===== config.mk =====
export PLATFORM = sky130hd
export DESIGN_NAME = apb2ahb_bridge
export DESIGN_NICKNAME = d
export VERILOG_FILES = /design/src/rtl/ahb_apb_pkg.sv /design/src/rtl/apb2ahb_bridge.sv
export SDC_FILE = /design/constraint.sdc
export NUM_CORES = 1
export LEC_CHECK = 0
export ABC_AREA = 1
export CELL_PAD_IN_SITES_DETAIL_PLACEMENT = 2
export CELL_PAD_IN_SITES_GLOBAL_PLACEMENT = 2
export CORE_UTILIZATION = 23
export CTS_CLUSTER_SIZE = 16
export DETAILED_ROUTE_END_ITERATION = 10
export GPL_ROUTABILITY_DRIVEN = 0
export GPL_TIMING_DRIVEN = 0
export PLACE_DENSITY_LB_ADDON = 0.1
export SLEW_MARGIN = 10
export SYNTH_ARGS = -nofsm -noshare
export SYNTH_HDL_FRONTEND = slang
export SYNTH_SLANG_ARGS = --single-unit

===== constraint.sdc =====
create_clock -name HCLK -period 2 [get_ports HCLK]
set_clock_uncertainty 0.1 [all_clocks]
set_input_delay 0.4 -clock HCLK [delete_from_list [all_inputs] [get_ports HCLK]]
set_output_delay 0.4 -clock HCLK [all_outputs]
set_load 0.02 [all_outputs]

===== src/rtl/ahb_apb_pkg.sv =====
// ahb_apb_pkg: shared AHB-Lite encodings and the APB-to-AHB bridge state type
package ahb_apb_pkg;
    localparam logic [1:0] HTRANS_IDLE   = 2'b00;
    localparam logic [1:0] HTRANS_BUSY   = 2'b01;
    localparam logic [1:0] HTRANS_NONSEQ = 2'b10;
    localparam logic [1:0] HTRANS_SEQ    = 2'b11;
    localparam logic       HRESP_OKAY    = 1'b0;
    localparam logic       HRESP_ERROR   = 1'b1;
    localparam logic [2:0] HSIZE_WORD    = 3'b010;
    typedef enum logic [1:0] {ST_IDLE, ST_ADDR, ST_DATA, ST_RESP} bridge_state_t;
endpackage


===== src/rtl/apb2ahb_bridge.sv =====
// apb2ahb_bridge: APB responder forwarding each transfer as one single AHB-Lite word transfer
module apb2ahb_bridge
    import ahb_apb_pkg::*;
#(
    parameter int             AW          = 32,
    parameter int             DW          = 32,
    parameter logic [AW-1:0]  ADDR_OFFSET = '0
) (
    input  logic          HCLK,
    input  logic          HRST,
    input  logic          PSEL,
    input  logic          PENABLE,
    input  logic          PWRITE,
    input  logic [AW-1:0] PADDR,
    input  logic [DW-1:0] PWDATA,
    output logic [DW-1:0] PRDATA,
    output logic          PREADY,
    output logic          PSLVERR,
    output logic [AW-1:0] HADDR,
    output logic [1:0]    HTRANS,
    output logic          HWRITE,
    output logic [2:0]    HSIZE,
    output logic [DW-1:0] HWDATA,
    input  logic [DW-1:0] HRDATA,
    input  logic          HREADY,
    input  logic          HRESP
);
    bridge_state_t state, state_n;
    logic          capture;
    logic          abort;
    logic          drop;

    assign HSIZE = HSIZE_WORD;
    assign drop  = abort || !PSEL;

    // state register; reset forces IDLE at once
    always_ff @(posedge HCLK or negedge HRST) begin
        if (!HRST) state <= ST_IDLE;
        else       state <= state_n;
    end

    // next state: accept setup only in IDLE, finish AHB phases even when APB has gone away
    always_comb begin
        state_n = state;
        capture = 1'b0;
        case (state)
            ST_IDLE: begin
                capture = PSEL && !PENABLE;
                state_n = capture ? ST_ADDR : ST_IDLE;
            end
            ST_ADDR: state_n = HREADY ? ST_DATA : ST_ADDR;
            ST_DATA: state_n = !HREADY ? ST_DATA : drop ? ST_IDLE : ST_RESP;
            default: state_n = ST_IDLE;
        endcase
    end

    // registered AHB request, APB response and the sticky PSEL-dropped flag
    always_ff @(posedge HCLK or negedge HRST) begin
        if (!HRST) begin
            HADDR   <= '0;
            HWRITE  <= 1'b0;
            HWDATA  <= '0;
            HTRANS  <= HTRANS_IDLE;
            PRDATA  <= '0;
            PREADY  <= 1'b0;
            PSLVERR <= 1'b0;
            abort   <= 1'b0;
        end else begin
            if (capture) begin
                HADDR  <= PADDR + ADDR_OFFSET;
                HWRITE <= PWRITE;
                HWDATA <= PWDATA;
                abort  <= 1'b0;
            end
            if (state == ST_ADDR || state == ST_DATA) abort <= drop;
            HTRANS <= (state_n == ST_ADDR) ? HTRANS_NONSEQ : HTRANS_IDLE;
            PREADY <= (state_n == ST_RESP);
            if (state == ST_DATA && state_n == ST_RESP) begin
                if (!HWRITE) PRDATA <= HRDATA;
                PSLVERR <= (HRESP == HRESP_ERROR);
            end else if (state == ST_RESP) begin
                PRDATA  <= '0;
                PSLVERR <= 1'b0;
            end
        end
    end
endmodule


==> metrics, run 1 <==
CTS Sinks 103; share of cells above drive strength 1 0.150; Final #Nets 811; ratio of total power to cell area 1350 nW/um^2; Slew HR 0.661; grt ovf 0; post-DR vias/cell 4.40; CP Class flop to output port; via count of the first global-routing pass 4739; CP arrival 1.38 ns; crit-path cells clkdlybuf4s50_1; Least-Margin Pin Slew 0.508 ns; I/O pin total 207; placed cells 940; Layout Cells excl Fill 969; Worst Setup Start Kind flop; most common cell after layout, fill and taps aside nand2_1; final antenna-violating net count 0; final WL 16500 um; die area 20100 um^2; Hold Crit Class flop to flop; via count 4264; wire per inst 17.1 um; DRT iter0 DRCs 104; root buffer cell clkbuf_16; die span in y 142 um; slowest CP cell clkdlybuf4s50_1; largest family of logic cells by synthesized area simple AND/OR/NAND/NOR gates; Slew Limit Fails 0; Inserted Clock Buffers 9; syn avg cell area 9.48 um^2; worst path required time 1.50 ns; Final period util 0.941; Antenna Cells 0; sequential share of the synthesized area 0.572; YS warnings 0; Fill cells 2064; most frequent cells in the layout 232 x nand2_1, 201 x clkdlybuf4s50_1, 103 x dfrtp_1; Crit path largest cell delay 0.66 ns; FF-to-FF setup slack 0.17 ns; first-pass GRT wire length 25700 um; sequential cell area 2580 um^2; core box area 19000 um^2; FF-to-FF Start state[0]$_DFF_PN0_; total of max-cap violations 0; Lkg Pwr 3.51 nW; Area Growth Syn to Fin 65.1%; cell depth of the worst min-delay path 2; minimum clock period after layout 1.88 ns; Peak VDD IR 446 uV; CP max FO 2; CTS tree done; TNS Setup 0 ns; IO Port Bufs 202; pin count of the biggest net entering global routing 62; clock slew at reported path FFs 0.07 ns; initial antenna violation count 0; worst r2r path cells 12; H-Tree Depth 3; Seq cells post-synth 103; crit path buf inv count 1; Post-Synth Simple-Gate Area 0.290; Adder-Cell Fraction of Synth Area 0.0111; footprint of the multi-input gates 1720 um^2; die width 142 um; Crit path max-delay family buffers and inverters; Initial DRT Pass Iterations 4; FP Rows 50; reg-to-reg endpoint PRDATA[21]$_DFFE_PN0P_; Cells after Synth 475; hold endpoint HWDATA[4]$_DFFE_PN0P_; RSZ-0062 raised after global routing no; clock latency on the worst-skew pair 0.35 ns; Remaining DRCs 0; post-synthesis mux area share 0; HPWL after DPL 12000 um; CTS max path bufs 2; Synth cell types 23; Synth Cell Area 4500 um^2; Setup Viol. Count Final 0; Peak Freq 531 MHz; compound-cell area share of the yosys netlist 0.0645; status finished clean; Total GRT Usage 0.166; initial core utilization 0.238; hold_sp HWDATA[4]$_DFFE_PN0P_; Post-Synth XOR/XNOR Area 0; Worst setup EP type output port; final hold viol count 0
worst max path at each step:
stage                       start                endpoint  slack, ns  cells after the start
4_1_cts        state[0]$_DFF_PN0_  PRDATA[23]$_DFFE_PN0P_       0.02                      6
6_report       HWRITE$_DFFE_PN0P_                  HWRITE       0.12                      1
2_1_floorplan  state[0]$_DFF_PN0_  PRDATA[19]$_DFFE_PN0P_       0.31                     11
3_3_place_gp                 HRST   HADDR[23]$_DFFE_PN0P_      -3.98                      1
5_1_grt        state[1]$_DFF_PN0_   HADDR[12]$_DFFE_PN0P_       0.02                      8
3_5_place_dp                 PSEL   HADDR[12]$_DFFE_PN0P_      -0.23                      6
synthesized netlist by cell type, drive strengths merged:
cell       n  share of area
nand3     37          0.076
clkbuf    11         0.0092
ha         4          0.011
o21ai      1         0.0011
nand4      1         0.0047
nor2       7          0.010
dfrtp    103           0.57
buf       27          0.041
conb       2         0.0017
a21oi      1         0.0011
nand2    236           0.20
nor3       1         0.0011
inv       12          0.010
o2111ai   32          0.062
cell type report:
cell class,count,area share
inverter,12,0.00673
tap,260,0.0437
clock buffer,9,0.0303
sequential,103,0.347
multi-input combinational,324,0.231
buffer,38,0.0352
clock inverter,7,0.00757
timing repair buffer,216,0.299
metrics by stage:
| step | hold slack, ns | utilization | power (W) | cell area, um^2 | worst slack, ns |
|---|---|---|---|---|---|
| global placement | 0.361 | 0.362 | 0.00796 | 6860 | -3.98 |
| global route | 0.405 | 0.392 | 0.0107 | 7440 | 0.0169 |
| floorplan | 0.00441 | - | 0.00570 | 4510 | 0.313 |
| detailed placement | 0.261 | 0.363 | 0.00814 | 6890 | -0.227 |
| CTS | 0.388 | 0.379 | 0.00998 | 7180 | 0.0182 |
| finish | 0.383 | 0.392 | 0.0100 | 7440 | 0.118 |
flip-flops by register name, indices dropped and copies added, names as in the netlist:
register / flops
HWRITE: 1
PRDATA: 32
HADDR: 32
PSLVERR: 1
state: 2
HTRANS: 1
HWDATA: 32
abort: 1
PREADY: 1
logic make-up after synthesis:
kind of cell / Yosys count
AOI/OAI and AO/OA: 34
DFF: 103
other: 2
and+or+nand+nor: 282
adders and majority gates: 4
buffers and inverters: 50
where the power goes:
group	switching, W	total, W	internal (W)
combinational	0.00279	0.00498	0.00218
sequential	0.000450	0.00330	0.00285
clock	0.000873	0.00174	0.000864
total	0.00412	0.0100	0.00590
timing repair:
action | in CTS | in global routing
cloned | 0 | 3
setup endpoints to repair | 4 | 71
setup buffers | 0 | 9
pin swaps | 0 | 4
resized for setup | 2 | 27
endpoints found under the hold margin | 42 | 0
hold buffers | 1 | 0
metal layers:
metal / wire length [um] / vias to the layer above / part of all wire / track usage
met5: 0 / - / 0 / 0
met4: 263 / 0 / 0.016 / 0.0526
met3: 1020 / 18 / 0.062 / 0.0469
met2: 8280 / 119 / 0.50 / 0.288
met1: 6970 / 2136 / 0.42 / 0.197
li1: - / 1991 / - / -
Power figures use the tool's default switching activity.
==> run 2: changes to the inputs <==
--- a/config.mk
+++ b/config.mk
@@ -5,10 +5,9 @@
 export SDC_FILE = /design/constraint.sdc
 export NUM_CORES = 1
 export LEC_CHECK = 0
-export ABC_AREA = 1
 export CELL_PAD_IN_SITES_DETAIL_PLACEMENT = 2
 export CELL_PAD_IN_SITES_GLOBAL_PLACEMENT = 2
-export CORE_UTILIZATION = 23
+export CORE_UTILIZATION = 25
 export CTS_CLUSTER_SIZE = 16
 export DETAILED_ROUTE_END_ITERATION = 10
 export GPL_ROUTABILITY_DRIVEN = 0
==> metrics, run 2 <==
Remaining DRCs 0 (unchanged); Adder-Cell Fraction of Synth Area 0.0114 (+0.000246); Post-DP Area 6750 um^2 (-2.1%); HPWL after DPL 9560 um (-20%); Post-Synth XOR/XNOR Area 0 (unchanged); initial antenna violation count 1 (+1); Post-synth ARST share 1.00 (unchanged); first-pass GRT wire length 19700 um (-23%); total of max-cap violations 0 (unchanged); Hold Slack 0.375 ns (-0.00819 ns); Post-synth EDFFs 0 (unchanged); Synth Cell Area 4410 um^2 (-2.2%); ratio of total power to cell area 1480 nW/um^2 (+10%); Area Growth Syn to Fin 62.6%; Final #Nets 654 (-19%); largest family of logic cells by synthesized area multiplexers; status finished clean; Setup Viol. Count Final 0 (unchanged); DRT iter0 DRCs 39 (-63%); final antenna-violating net count 0 (unchanged); Worst setup EP type flop; pre-CTS WS -0.529 ns (-0.302 ns); Slew Limit Fails 0 (unchanged); RSZ-0062 raised after global routing no; core box area 17200 um^2 (-9.1%); Final period util 0.940 (about the same); clock slew at reported path FFs 0.06 ns (about the same); FP Rows 48 (-4.0%); Peak Freq 532 MHz (about the same); CTS Sinks 103 (unchanged); worst path required time 2.12 ns (+0.62 ns); minimum clock period after layout 1.88 ns (-0.00181 ns); Cells after Synth 324 (-32%); Inserted Clock Buffers 9 (unchanged); Post-synth top cells 103 x dfrtp_1, 68 x nand2b_1, 65 x mux2_2; IO Port Bufs 202 (unchanged); Synth cell types 24 (+4.3%); compound-cell area share of the yosys netlist 0.0139 (-0.0505); Post-Synth Simple-Gate Area 0.116 (-0.175); initial core utilization 0.256 (+0.0180); final WL 12800 um (-23%); Largest regs HADDR (32), HWDATA (32), PRDATA (32); Yosys top cell area share 0.585 (+0.0127); die span in y 135 um (-5.1%); root buffer cell clkbuf_16; CP arrival 2.00 ns (+0.62 ns); Fill cells 1729 (-16%); Worst Setup Start Kind flop; wire per inst 16.4 um (-3.7%); final hold viol count 0 (unchanged); clock latency on the worst-skew pair 0.34 ns (about the same); cell taking the most area after synthesis dfrtp_1; most frequent cell after synthesis dfrtp_1; via count 3318 (-22%); sequential share of the synthesized area 0.585 (+0.0127); largest cells by area after synthesis dfrtp_1 59%, mux2_2 17%, nand2b_1 9.7%; H-Tree Depth 3 (unchanged); post-synthesis mux area share 0.243 (+0.243); die width 135 um (-5.1%); CTS max path bufs 2 (unchanged); most common cell after layout, fill and taps aside clkdlybuf4s50_1; pin count of the biggest net entering global routing 66 (+6.5%); syn avg cell area 13.6 um^2 (+43%); Peak VDD IR 632 uV (+42%); Worst Slack Setup Final 0.120 ns (+0.00181 ns); most frequent cells in the layout 199 x clkdlybuf4s50_1, 103 x dfrtp_1, 68 x nand2b_1; Initial DRT Pass Iterations 4 (unchanged); I/O pin total 207 (unchanged); YS warnings 0 (unchanged); Antenna Cells 0 (unchanged); CTS tree done; post-DR vias/cell 4.27 (-3.0%); Hold Crit Class input pin to flop; CP Class flop to flop; Final Power 0.0106 W (+6.2%); post-route standard cell area excluding fillers 7160 um^2 (-3.7%); Total GRT Usage 0.142 (-0.0233); via count of the first global-routing pass 3718 (-22%); Lkg Pwr 2.97 nW (-15%); die area 18200 um^2 (-9.9%); CP max FO 10 (+8); Post-synth top flop dfrtp_1; Seq cells post-synth 103 (unchanged); grt ovf 0 (unchanged); share of cells above drive strength 1 0.201 (+0.0516); final core occ 0.416 (+0.0234)
[run 2: cell count changes after synthesis, moves of 5 or more]
cell,before,now
buf_2,15,0
inv_1,9,3
mux2_2,0,65
mux2i_1,0,34
nand2_1,234,3
nand2b_1,0,68
nand3_1,6,1
nand3_2,31,0
o2111ai_1,32,0
[run 2: critical path, cell delays in order, from the launching register on]
cell and delay (ns):
dfrtp_1 0.40, buf_4 0.15, ha_4 0.17, or2_1 0.24
a21oi_2 0.20, nor4_4 0.05, buf_4 0.16, buf_6 0.15
mux2i_1 0.13
[run 2: what timing repair did]
item / in CTS / in global routing
gates resized for setup: 9 / 14
hold buffers: 1 / 0
setup buffers: 3 / 3
cloned: 0 / 0
endpoints found under the hold margin: 38 / 0
endpoints found under the setup margin: 99 / 97
pin swaps: 1 / 1
[run 2: area by class of cell]
cell class | count | area, um^2 | share of cell area
Multi-Input combinational cell | 199 | 1750 | 0.244
Sequential cell | 103 | 2580 | 0.360
Buffer | 21 | 136 | 0.0190
Tap cell | 225 | 282 | 0.0393
Inverter | 3 | 11.3 | 0.00157
Clock buffer | 11 | 243 | 0.0339
Clock inverter | 5 | 57.6 | 0.00803
Timing Repair Buffer | 210 | 2110 | 0.295
[run 2: final timing paths]
| kind | startpoint | endpoint | slack (ns) | depth (start not counted) |
|---|---|---|---|---|
| min in group asynchronous | HRST | PRDATA[29]$_DFFE_PN0P_ | 0.44 | 2 |
| max reg2reg | state[0]$_DFF_PN0_ | PRDATA[30]$_DFFE_PN0P_ | 0.12 | 8 |
| max in group asynchronous | HRST | HADDR[23]$_DFFE_PN0P_ | 0.69 | 3 |
| min | HREADY | state[1]$_DFF_PN0_ | 0.37 | 3 |
| max | state[0]$_DFF_PN0_ | PRDATA[30]$_DFFE_PN0P_ | 0.12 | 8 |
| min reg2reg | HADDR[22]$_DFFE_PN0P_ | HADDR[22]$_DFFE_PN0P_ | 0.41 | 1 |
[run 2: per-layer routing]
| layer | routed length, um | vias up | global-route usage |
|---|---|---|---|
| met5 | 13 | - | 0 |
| met4 | 167 | 2 | 0.0524 |
| met3 | 1580 | 13 | 0.0751 |
| met2 | 6280 | 122 | 0.239 |
| met1 | 4730 | 1656 | 0.152 |
| li1 | - | 1525 | - |
[run 2: cells by family (layout without fill, tap and decap cells)]
group / after synthesis / count (layout)
adders and majority gates: 4 / 4
AOI/OAI and AO/OA: 10 / 10
muxes: 99 / 99
other: 2 / 4
buffers and inverters: 24 / 250
and+or+nand+nor: 82 / 82
DFF: 103 / 103
[run 2: where the power goes]
group	switching, W	leakage (nW)	internal, W
logic	0.00248	1.56	0.00278
registers	0.000529	1.27	0.00305
clock network	0.000775	0.149	0.00101
[run 2: per-stage QoR]
step                      TNS [ns]  cells
after detailed placement    -41.75    754
after global routing             0    777
after floorplan                  0    326
final                            0    777
after global placement     -433.32    753
after CTS                  -0.0207    774
